<file path="src/rtl/mem_port_arbiter.sv">
// mem_port_arbiter
//   Shares one synchronous single-port memory array between the instruction
//   fetch path (I) and the load/store path (D). One requester is granted per
//   cycle; read data (or store completion) is returned one cycle after grant.
//
//   Ports:
//     clk, reset                 clock, synchronous active-high reset
//     ireq, iaddr                fetch request / byte address
//     igrant, ivalid, irdata     fetch grant (comb), response valid, data
//     stall                      ireq & ~igrant
//     dreq, dwe, daddr, dwdata   data request, store enable, address, data
//     dgrant, dvalid, drdata     data grant (comb), response valid, load data
//     mem_addr, mem_din, mem_we  memory array address / write data / enable
//     mem_dout                   memory array read data (one cycle latency)
//
//   Build option:
//     MEM_PORT_ARB_RR_EN  defined   -> round-robin between I and D on conflict
//                         undefined -> D priority, fetch forced after
//                                      STARVE_MAX consecutive denied cycles
module mem_port_arbiter #(
    parameter int DBITS      = 16,
    parameter int ABITS      = 12,
    parameter int STARVE_MAX = 4
) (
    input  logic             clk,
    input  logic             reset,
    input  logic             ireq,
    input  logic [DBITS-1:0] iaddr,
    output logic             igrant,
    output logic             ivalid,
    output logic [DBITS-1:0] irdata,
    output logic             stall,
    input  logic             dreq,
    input  logic             dwe,
    input  logic [DBITS-1:0] daddr,
    input  logic [DBITS-1:0] dwdata,
    output logic             dgrant,
    output logic             dvalid,
    output logic [DBITS-1:0] drdata,
    output logic [ABITS-1:0] mem_addr,
    output logic [DBITS-1:0] mem_din,
    output logic             mem_we,
    input  logic [DBITS-1:0] mem_dout
);

    typedef enum logic [1:0] {RSP_IDLE, RSP_I, RSP_D} rsp_t;

    rsp_t             rsp_q;
    logic             dwe_q;
    logic [ABITS-1:0] addr_q;
    logic             i_wins;

    // Byte-offset bit and bits above the word address are deliberately ignored.
    logic unused_addr_bits;
    assign unused_addr_bits = ^{iaddr, daddr};

`ifdef MEM_PORT_ARB_RR_EN
    typedef enum logic {OWN_I, OWN_D} owner_t;
    owner_t last_owner;

    // On conflict, whoever did not own the memory last time goes next.
    assign i_wins = ~dreq | (last_owner == OWN_D);

    always_ff @(posedge clk) begin
        if (reset)
            last_owner <= OWN_D;
        else if (igrant)
            last_owner <= OWN_I;
        else if (dgrant)
            last_owner <= OWN_D;
    end
`else
    localparam int SW = $clog2(STARVE_MAX + 1);
    logic [SW-1:0] starve_cnt;

    assign i_wins = ~dreq | (starve_cnt == SW'(STARVE_MAX));

    always_ff @(posedge clk) begin
        if (reset)
            starve_cnt <= '0;
        else if (igrant)
            starve_cnt <= '0;
        else if (ireq && starve_cnt != SW'(STARVE_MAX))
            starve_cnt <= starve_cnt + 1'b1;
    end
`endif

    // Grants are suppressed while reset is asserted.
    assign igrant = ~reset & ireq & i_wins;
    assign dgrant = ~reset & dreq & ~igrant;
    assign stall  = ireq & ~igrant;

    // With no grant the array keeps seeing the last issued address.
    assign mem_addr = igrant ? iaddr[ABITS:1] :
                      dgrant ? daddr[ABITS:1] : addr_q;
    assign mem_din  = dwdata;
    assign mem_we   = dgrant & dwe;

    always_ff @(posedge clk) begin
        if (reset) begin
            rsp_q  <= RSP_IDLE;
            dwe_q  <= 1'b0;
            addr_q <= '0;
        end else begin
            addr_q <= mem_addr;
            if (igrant)
                rsp_q <= RSP_I;
            else if (dgrant)
                rsp_q <= RSP_D;
            else
                rsp_q <= RSP_IDLE;
            if (dgrant)
                dwe_q <= dwe;
        end
    end

    // Valid is masked during reset so an in-flight response is dropped
    // in the very cycle reset is applied.
    assign ivalid = ~reset & (rsp_q == RSP_I);
    assign dvalid = ~reset & (rsp_q == RSP_D);
    assign irdata = ivalid ? mem_dout : '0;
    assign drdata = (dvalid & ~dwe_q) ? mem_dout : '0;

endmodule

</file>
<file path="config.mk">
export PLATFORM = sky130hd
export DESIGN_NAME = mem_port_arbiter
export DESIGN_NICKNAME = d
export VERILOG_FILES = /design/src/rtl/mem_port_arbiter.sv
export SDC_FILE = /design/constraint.sdc
export NUM_CORES = 1
export LEC_CHECK = 0
export ABC_CLOCK_PERIOD_IN_PS = 1300
export CAP_MARGIN = 20
export CORE_UTILIZATION = 28
export DETAILED_ROUTE_END_ITERATION = 8
export PLACE_DENSITY = 0.75
export SYNTH_ARGS = -nofsm -noshare
export SYNTH_HDL_FRONTEND = slang
export SYNTH_SLANG_ARGS = --single-unit
</file>
<file path="constraint.sdc">
create_clock -name clk -period 1.3 [get_ports clk]
set_input_delay 0.13 -clock clk [delete_from_list [all_inputs] [get_ports clk]]
set_output_delay 0.13 -clock clk [all_outputs]
set_load 0.05 [all_outputs]
</file>
==> impl_metrics.toml <==
[power]
switching_share = 0.360
clockPowerShare = 0.218
comb_power_share = 0.510
vdd_drop_max_v = 0.000577
internal-power_mw = 1.43
p_sw_mw = 0.807
seqPwrFrac = 0.273
p_per_area_nw_per_um2 = 606
finalPower_mw = 2.24
power_leakage_nw = 1.53

[worst_setup_path]
endpoint_kind = "output pin"
cp-start-kind = "flip-flop"
worst_ep_arrival_time_ps = 1730
critical_path_class = "reg2out"
required_ps = 1170
critPathMaxFanout = 6

[clocking]
ctsHoldBuffers = 0
path_clk_slew_ps = 70
cts_sinks = 18
htree_levels = 1
ctsLongestPathBuffers = 2
clk_latency_ps = 270
cts_tree = "done"
cts_buffers = 3
root_buffer = "clkbuf_8"

[routing]
drtPass1Iterations = 5
drc_errors = 0
drtIter0Drc = 40
ant_nets = 0
num_vias = 1886
viasPerCell = 4.99
routed_wirelength_mm = 6.14
avgRoutedWirePerCell_um = 16.2

[timing]
clock_skew_ps = 9.73
setup_ws_ps = -557
rsz0062_at_grt = "yes"
worstMarginPinSlew_ps = 287
setup_viol = 65
finalCriticalPeriod_ps = 1860
relSlewSlack = 0.807
fmax_ghz = 0.539
hold_violations = 0
fin_crit_sh = 1.43
drv_slew = 0

[floorplan]
coreArea_um2 = 4850
die_w_um = 73.9
ioPinCount = 135
rows = 25
die_y_um = 73.9
die_area_um2 = 5470
start_util = 0.299

[place]
hpwl_mm = 4.35
gp_congestion = 0.757
io_buffers = 94

[synth]
synth_fa_ha_area_frac = 0.0173
syn-instance-count = 184
syn_nets = 255
yosysWarnings = 0
avgSynthCellArea_um2 = 7.87
yosys.area_share.simple = 0.321
synth_enable_flop_cells = 0
synth_xor_area_frac = 0
synth_top_family_by_area = "simple AND/OR/NAND/NOR gates"
synth_compound_area_frac = 0.174
ys_seq_area_frac = 0.249
synth_cell_types = 28
synth_ff_type = "dfxtp_1"
synth.area.mux_share = 0.0829
netlist_area_um2 = 1450
ys_ff_latch = 18
async_flop_share = 0

[global_route]
grt-ovfl-total = 0
grt_pass1_wl_mm = 9.40
antenna_found_initial = 0
grtUsageTotal = 0.227
grt_max_degree = 13
grt_pass1_vias = 1916

[finish]
drive_gt1_frac = 0.627
final_nets = 383
utilization = 0.763
area_growth_pct = 155
layout_common_cells = "43 x clkdlybuf4s50_1, 43 x buf_4, 40 x buf_12"
n_antenna_cell = 0

[status]
outcome = "finished with violations"
failed_checks = "negative setup slack"

[flow_run]
maxCapViolations = 0

[min_path]
hp-class = "in2out"
## through the flow
stage	area, µm²	setup TNS, ps	hold slack (ps)	worst slack (ps)	instances
2_1_floorplan	1790	-9690	275	-454	184
3_3_place_gp	3300	-24640	260	-491	364
3_5_place_dp	3300	-24870	260	-508	364
4_1_cts	3670	-18770	260	-555	378
5_1_grt	3700	-22310	260	-613	378
6_report	3700	-18430	260	-557	378
## state kept, by name, indices dropped and copies added, names as in the netlist
register / flops
addr_q: 12
dwe_q: 1
rsp_q: 2
starve_cnt: 3
## area by class of cell
type / count / area (µm²)
Tap cell: 67 / 83.8
Fill cell: 310 / 1150
Multi-Input combinational cell: 133 / 1300
Sequential cell: 18 / 365
Timing Repair Buffer: 151 / 1880
Inverter: 5 / 22.5
Clock buffer: 4 / 55.1
## path summary, 6_finish.rpt
| check | end | startpoint | slack, ps | cells after the start |
|---|---|---|---|---|
| max | mem_addr[10] | starve_cnt[0] | -560 | 7 |
| min | mem_din[15] | dwdata[15] | 260 | 0 |
| max reg2reg | rsp_q[1] | starve_cnt[0] | -270 | 9 |
| min reg2reg | starve_cnt[0] | starve_cnt[0] | 550 | 3 |
## kinds of logic (layout without fill, tap and decap cells)
| group | Yosys count | after routing |
|---|---|---|
| flip-flops | 18 | 18 |
| AO/OA/AOI/OAI | 31 | 31 |
| buffers and inverters | 34 | 160 |
| multiplexers | 12 | 12 |
| adder cells (fa/ha/maj) | 2 | 2 |
| AND/OR/NAND/NOR | 87 | 88 |
## cells in the mapped netlist, types with 5 or more instances
master / count / area (µm²)
nand2_1: 26 / 97.6
a211oi_1: 5 / 37.5
inv_1: 5 / 18.8
a31oi_1: 12 / 75.1
a211oi_2: 7 / 87.6
buf_4: 17 / 128
and2_1: 32 / 200
nor3_1: 12 / 60.1
mux2i_1: 12 / 120
dfxtp_1: 18 / 360
clkbuf_1: 5 / 18.8
## critical path, cell delays in order (launching register included)
cell and delay, ps:
dfxtp_2 330, inv_2 70, ha_4 140, a21boi_4 50
or2_4 260, bufbuf_16 290, a31oi_4 140, buf_6 180
## power groups by stage
| stage | sequential (mW) | clock [mW] | combinational (mW) |
|---|---|---|---|
| CTS | 0.609 | 0.493 | 1.13 |
| floorplan | 0.616 | 0 | 0.702 |
| global placement | 0.619 | 0 | 1.00 |
| finish | 0.611 | 0.488 | 1.14 |
| global route | 0.615 | 0.518 | 1.19 |
| detailed placement | 0.621 | 0 | 1.02 |
## timing repair
action / in CTS / in global routing
resized for setup: 45 / 8
hold endpoints to repair: 0 / 0
setup endpoints to repair: 64 / 67
setup buffers: 9 / 3
gates cloned: 3 / 0
pin swaps: 28 / 12
## routing by layer
metal | vias up | global-route usage | wire (µm) | part of all wire
met1 | 901 | 0.227 | 2000 | 0.33
met3 | 13 | 0.0488 | 459 | 0.075
li1 | 876 | - | - | -
met4 | 0 | 0.0791 | 137 | 0.022
met2 | 96 | 0.454 | 3550 | 0.58
met5 | - | 0 | 0 | 0
Power figures use the tool's default switching activity.
